==> src/rtl/conv_pkg.sv <==
// Shared definitions for the 3x3 sliding-window convolution sequencer.
package conv_pkg;

   localparam int KSIZE = 3;
   localparam int TAP_W = 2;

   typedef enum logic [2:0] {
      S_IDLE,
      S_LOAD,
      S_COMPUTE,
      S_CAPTURE,
      S_OUTPUT
   } state_t;

   typedef logic [TAP_W-1:0] tap_t;

   function automatic tap_t tap_max();
      return tap_t'(KSIZE - 1);
   endfunction

endpackage

==> src/rtl/conv_addr_gen.sv <==
// Window and tap counters for the sequencer; mem_addr is registered together
// with the counters so it always names the tap the counters point at.
module conv_addr_gen
   import conv_pkg::*;
#(
   parameter int IMG_W  = 8,
   parameter int IMG_H  = 8,
   parameter int ADDR_W = 6
) (
   input  logic              clk,
   input  logic              rst,
   input  logic              clear,
   input  logic              tap_step,
   input  logic              win_step,
   output logic [ADDR_W-1:0] addr,
   output logic [TAP_W-1:0]  tap_i,
   output logic [TAP_W-1:0]  tap_j,
   output logic              last_tap,
   output logic              last_window
);

   localparam int ROW_W = $clog2(IMG_H);
   localparam int COL_W = $clog2(IMG_W);

   logic [ROW_W-1:0]  win_r;
   logic [ROW_W-1:0]  win_r_n;
   logic [COL_W-1:0]  win_c;
   logic [COL_W-1:0]  win_c_n;
   logic [TAP_W-1:0]  tap_i_n;
   logic [TAP_W-1:0]  tap_j_n;
   logic [ADDR_W-1:0] addr_n;

   // The address is derived from the next counter values so the registered
   // copy is ready on the very cycle the new tap or window becomes current.
   always_comb begin
      win_r_n = win_r;
      win_c_n = win_c;
      tap_i_n = tap_i;
      tap_j_n = tap_j;
      if (clear) begin
         win_r_n = '0;
         win_c_n = '0;
         tap_i_n = '0;
         tap_j_n = '0;
      end else begin
         if (tap_step) begin
            if (tap_j == tap_max()) begin
               tap_j_n = '0;
               tap_i_n = (tap_i == tap_max()) ? '0 : tap_i + 1'b1;
            end else begin
               tap_j_n = tap_j + 1'b1;
            end
         end
         if (win_step) begin
            if (win_c == COL_W'(IMG_W - KSIZE)) begin
               win_c_n = '0;
               win_r_n = win_r + 1'b1;
            end else begin
               win_c_n = win_c + 1'b1;
            end
         end
      end
      addr_n = (ADDR_W'(win_r_n) + ADDR_W'(tap_i_n)) * ADDR_W'(IMG_W)
             + ADDR_W'(win_c_n) + ADDR_W'(tap_j_n);
   end

   always_ff @(posedge clk or posedge rst) begin
      if (rst) begin
         win_r <= '0;
         win_c <= '0;
         tap_i <= '0;
         tap_j <= '0;
         addr  <= '0;
      end else begin
         win_r <= win_r_n;
         win_c <= win_c_n;
         tap_i <= tap_i_n;
         tap_j <= tap_j_n;
         addr  <= addr_n;
      end
   end

   assign last_tap    = (tap_i == tap_max()) && (tap_j == tap_max());
   assign last_window = (win_r == ROW_W'(IMG_H - KSIZE)) &&
                        (win_c == COL_W'(IMG_W - KSIZE));

endmodule

==> src/rtl/conv_seq.sv <==
// Frame sequencer: streams every 3x3 window of a pixel memory into an
// external convolution engine and hands each result out over valid/ready.
module conv_seq
   import conv_pkg::*;
#(
   parameter int IMG_W  = 8,
   parameter int IMG_H  = 8,
   parameter int ADDR_W = 6
) (
   input  logic              clk,
   input  logic              rst,
   input  logic              start,
   output logic              busy,
   output logic              mem_rd_en,
   output logic [ADDR_W-1:0] mem_addr,
   input  logic [7:0]        mem_rdata,
   output logic              conv_load,
   output logic [TAP_W-1:0]  conv_row,
   output logic [TAP_W-1:0]  conv_col,
   output logic [7:0]        conv_data,
   input  logic [7:0]        conv_out,
   output logic              res_valid,
   output logic [7:0]        res_data,
   output logic              res_last,
   input  logic              res_ready,
   output logic              done
);

   state_t           state;
   logic             clear;
   logic             tap_step;
   logic             win_step;
   logic [TAP_W-1:0] tap_i;
   logic [TAP_W-1:0] tap_j;
   logic             last_tap;
   logic             last_window;

   assign clear    = (state == S_IDLE) && start;
   assign tap_step = (state == S_LOAD) && mem_rd_en;
   assign win_step = (state == S_OUTPUT) && res_ready && !last_window;

   conv_addr_gen #(
      .IMG_W  (IMG_W),
      .IMG_H  (IMG_H),
      .ADDR_W (ADDR_W)
   ) u_addr_gen (
      .clk         (clk),
      .rst         (rst),
      .clear       (clear),
      .tap_step    (tap_step),
      .win_step    (win_step),
      .addr        (mem_addr),
      .tap_i       (tap_i),
      .tap_j       (tap_j),
      .last_tap    (last_tap),
      .last_window (last_window)
   );

   // Each tap write trails its memory read by one cycle, so conv_load and the
   // tap coordinates are simply the read strobe and counters delayed a cycle.
   always_ff @(posedge clk or posedge rst) begin
      if (rst) begin
         state     <= S_IDLE;
         mem_rd_en <= 1'b0;
         conv_load <= 1'b0;
         conv_row  <= '0;
         conv_col  <= '0;
         res_valid <= 1'b0;
         res_data  <= '0;
         res_last  <= 1'b0;
         done      <= 1'b0;
      end else begin
         done      <= 1'b0;
         conv_load <= mem_rd_en;
         conv_row  <= mem_rd_en ? tap_i : '0;
         conv_col  <= mem_rd_en ? tap_j : '0;
         case (state)
            S_IDLE: begin
               if (start) begin
                  state     <= S_LOAD;
                  mem_rd_en <= 1'b1;
               end
            end
            S_LOAD: begin
               if (mem_rd_en) begin
                  if (last_tap) begin
                     mem_rd_en <= 1'b0;
                  end
               end else begin
                  state <= S_COMPUTE;
               end
            end
            S_COMPUTE: begin
               state <= S_CAPTURE;
            end
            S_CAPTURE: begin
               res_data  <= conv_out;
               res_valid <= 1'b1;
               res_last  <= last_window;
               state     <= S_OUTPUT;
            end
            S_OUTPUT: begin
               if (res_ready) begin
                  res_valid <= 1'b0;
                  res_last  <= 1'b0;
                  if (last_window) begin
                     state <= S_IDLE;
                     done  <= 1'b1;
                  end else begin
                     state     <= S_LOAD;
                     mem_rd_en <= 1'b1;
                  end
               end
            end
            default: begin
               state <= S_IDLE;
            end
         endcase
      end
   end

   assign busy      = (state != S_IDLE);
   assign conv_data = conv_load ? mem_rdata : 8'd0;

endmodule
==> config.mk <==
export PLATFORM = sky130hd
export DESIGN_NAME = conv_seq
export DESIGN_NICKNAME = d
export VERILOG_FILES = /design/src/rtl/conv_pkg.sv /design/src/rtl/conv_addr_gen.sv /design/src/rtl/conv_seq.sv
export SDC_FILE = /design/constraint.sdc
export NUM_CORES = 1
export LEC_CHECK = 0
export CORE_ASPECT_RATIO = 1.4
export CORE_MARGIN = 2
export CORE_UTILIZATION = 52
export CTS_BUF_LIST = sky130_fd_sc_hd__clkbuf_4
export CTS_CLUSTER_SIZE = 24
export DETAILED_ROUTE_END_ITERATION = 10
export GPL_TIMING_DRIVEN = 0
export PLACE_DENSITY = 0.95
export SLEW_MARGIN = 20
export SYNTH_ARGS = -nofsm -noshare
export SYNTH_HDL_FRONTEND = slang
export SYNTH_SLANG_ARGS = --single-unit
export TNS_END_PERCENT = 50
==> constraint.sdc <==
create_clock -name clk -period 5.05 [get_ports clk]
set_clock_uncertainty 0.1 [all_clocks]
set_input_delay 1.01 -clock clk [delete_from_list [all_inputs] [get_ports clk]]
set_output_delay 1.01 -clock clk [all_outputs]
set_load 0.01 [all_outputs]
==> out/qor.yml <==
status: "complete, no violations"
cts_root_buf: "clkbuf_4"
finalCritPeriodShare_pct: 65.9
cts_tree: "yes"
synth-simple-area-share_pct: 20.4
ys_seq_area_share_pct: 52.4
ys_async_sr_fraction_pct: 100
seq_area_sq_um: 901
powerDensity_nw_per_um2: 468
peakVddDrop_v: 0.000326
max_freq_mhz: 300
hpwlAfterDp_mm: 2.69
synth_top_area_share_pct: 52.4
hp-class: "flip-flop to flip-flop"
grt_overflow: 0
syn_inst: 155
layout-drive-gt1-share_pct: 13.1
cp-start-kind: "primary input"
cp-end-kind: "flip-flop"
critical_path_class: "primary input to flip-flop"
synth_area_leaders: "dfrtp_1, mux2_2, and2_1"
yosysTopAreaCell: "dfrtp_1"
pre_cts_ws_ns: 1.37
synth_area_per_cell_sq_um: 11.1
clk_path_buf_depth: 2
layout_setup_ws_ns: 1.72
drc: 0
ys.flop_type: "dfrtp_1"
cts_setup_buffers: 0
grt_max_degree: 37
maxCapViolCount: 0
via_per_inst: 5.23
synth_top_cells_by_count: "dfrtp_1, and2_1, nand2_1"
antenna_cells: 0
synth.area.mux_share_pct: 7.06
cts_hold_buf: 0
dieHeight_microns: 72.0
synth_seq_cells: 36
worst_slew_pin_slew_ns: 0.721
slew_viol_final: 0
fillers: 237
fin_nets: 240
dr.first_iter.drc_count: 31
syn2layout_area_growth_pct: 35.5
clk-insertion-delay-late_ns: 0.35
synth_top_family_by_area: "simple AND/OR/NAND/NOR gates"
firstDrtPassIters: 4
finalWeightedCongestion: 0.851
p_leak_nw: 1.03
finalSetupTns_ns: 0
grt_pass1_wl_mm: 5.83
clk_pin_slew_worst_paths_ns: 0.10
dieArea_sq_um: 3790
worstPathMaxFanout: 7
rsz0062_at_grt: "false"
synthXorXnorAreaFrac_pct: 3.06
syn-num-nets: 182
yosysMostFrequentCell: "dfrtp_1"
port_buffers: 51
cts_resized: 0
critPathRequiredTime_ns: 5.19
cts_made_buffers: 5
antenna_found_initial: 0
grt_use_total_pct: 21.3
synth-adder-area-share_pct: 5.97
fp.dieW_microns: 52.6
yosysWarnings: 0
period_needed_ns: 3.33
cts.sinks: 36
synth_cell_types: 35
coreArea_sq_um: 3120
drt_wl_total_mm: 3.53
rows: 24
synth-compound-area-share_pct: 7.57
multi_input_area_sq_um: 757
synth_edf_count: 0
antenna_left: 0
htreeDepth: 2
netlist_area_sq_um: 1720
max_slew_margin_pct: 51.9
wire_per_inst_microns: 14.0
ioPinCount: 52
vias: 1324
grt_pass1_vias: 1348
start_util_pct: 55.0
finalHoldViolations: 0
cp.arrival_ns: 3.47
setup_viol: 0
## placed cells by master (no fill, tap or decap), types with 3 or more instances in the layout
master	n
clkdlybuf4s50_1	51
dfrtp_1	36
nand2_1	14
and2_1	14
nor2_1	13
mux2_2	9
inv_1	8
nand3_1	6
o21ai_0	5
a21oi_1	5
ha_1	5
clkbuf_4	5
xnor2_1	4
a31oi_1	3
nor3_1	3
## routing by layer
layer | vias to the layer above | track usage [%] | wire [microns]
li1 | 641 | - | -
met1 | 629 | 21.2 | 1250
met2 | 48 | 38.8 | 1940
met3 | 6 | 6.58 | 267
met4 | 0 | 10.3 | 79
met5 | - | 0 | 0
## registers in the layout, summed over array words and instances (netlist names), 2 cells and up
signal	count
res_data	8
u_addr_gen.addr	6
conv_row	2
u_addr_gen.win_c	3
conv_col	2
u_addr_gen.tap_j	2
state	3
u_addr_gen.win_r	3
u_addr_gen.tap_i	2
## final cells by class
type	instances	area share, %
clock inverters	3	0.591
multi-input cells	106	32.5
plain buffers	4	1.18
well taps	39	2.09
inverters	9	1.45
repair buffers	51	21.9
flip-flops and latches	36	38.7
clock buffers	5	1.61
## where the power goes
part	internal (mW)	leakage [nW]	switching, mW
registers	0.382	0.455	0.0592
logic	0.286	0.542	0.217
clock network	0.0510	0.0324	0.0948
## cells by family after synthesis
family / after synthesis
compound gates: 19
xor+xnor: 6
fa+ha+maj: 7
buf+inv: 13
flops: 36
mux: 11
simple gates: 63
## worst paths after layout
path,from,end,slack (ns),cells after the start
max,res_ready,u_addr_gen.addr[5],1.72,10
min,res_valid,res_valid,0.38,2
max reg2reg,state[2],u_addr_gen.addr[5],2.37,11
min reg2reg,res_valid,res_valid,0.38,2
max in group asynchronous,rst,conv_col[1],3.39,2
min in group asynchronous,rst,res_last,0.99,2
## worst max-delay path: stages
cell	delay, ns
clkdlybuf4s50_1	0.57
and4bb_4	0.32
nand3_1	0.15
xor2_1	0.17
nor2_1	0.17
ha_1	0.17
inv_1	0.05
fa_1	0.48
nand4b_1	0.22
xnor2_1	0.16
## stage by stage
stage	total power, mW	cells	hold slack [ns]	util [%]	area, sq um
2_1_floorplan	0.714	155	0.403	-	1720
3_3_place_gp	0.938	245	0.361	73.0	2280
3_5_place_dp	0.957	245	0.362	73.0	2280
4_1_cts	1.11	253	0.389	74.6	2330
5_1_grt	1.17	253	0.429	74.6	2330
6_report	1.09	253	0.381	74.6	2330
No activity file was read; power rests on OpenSTA's default activity.
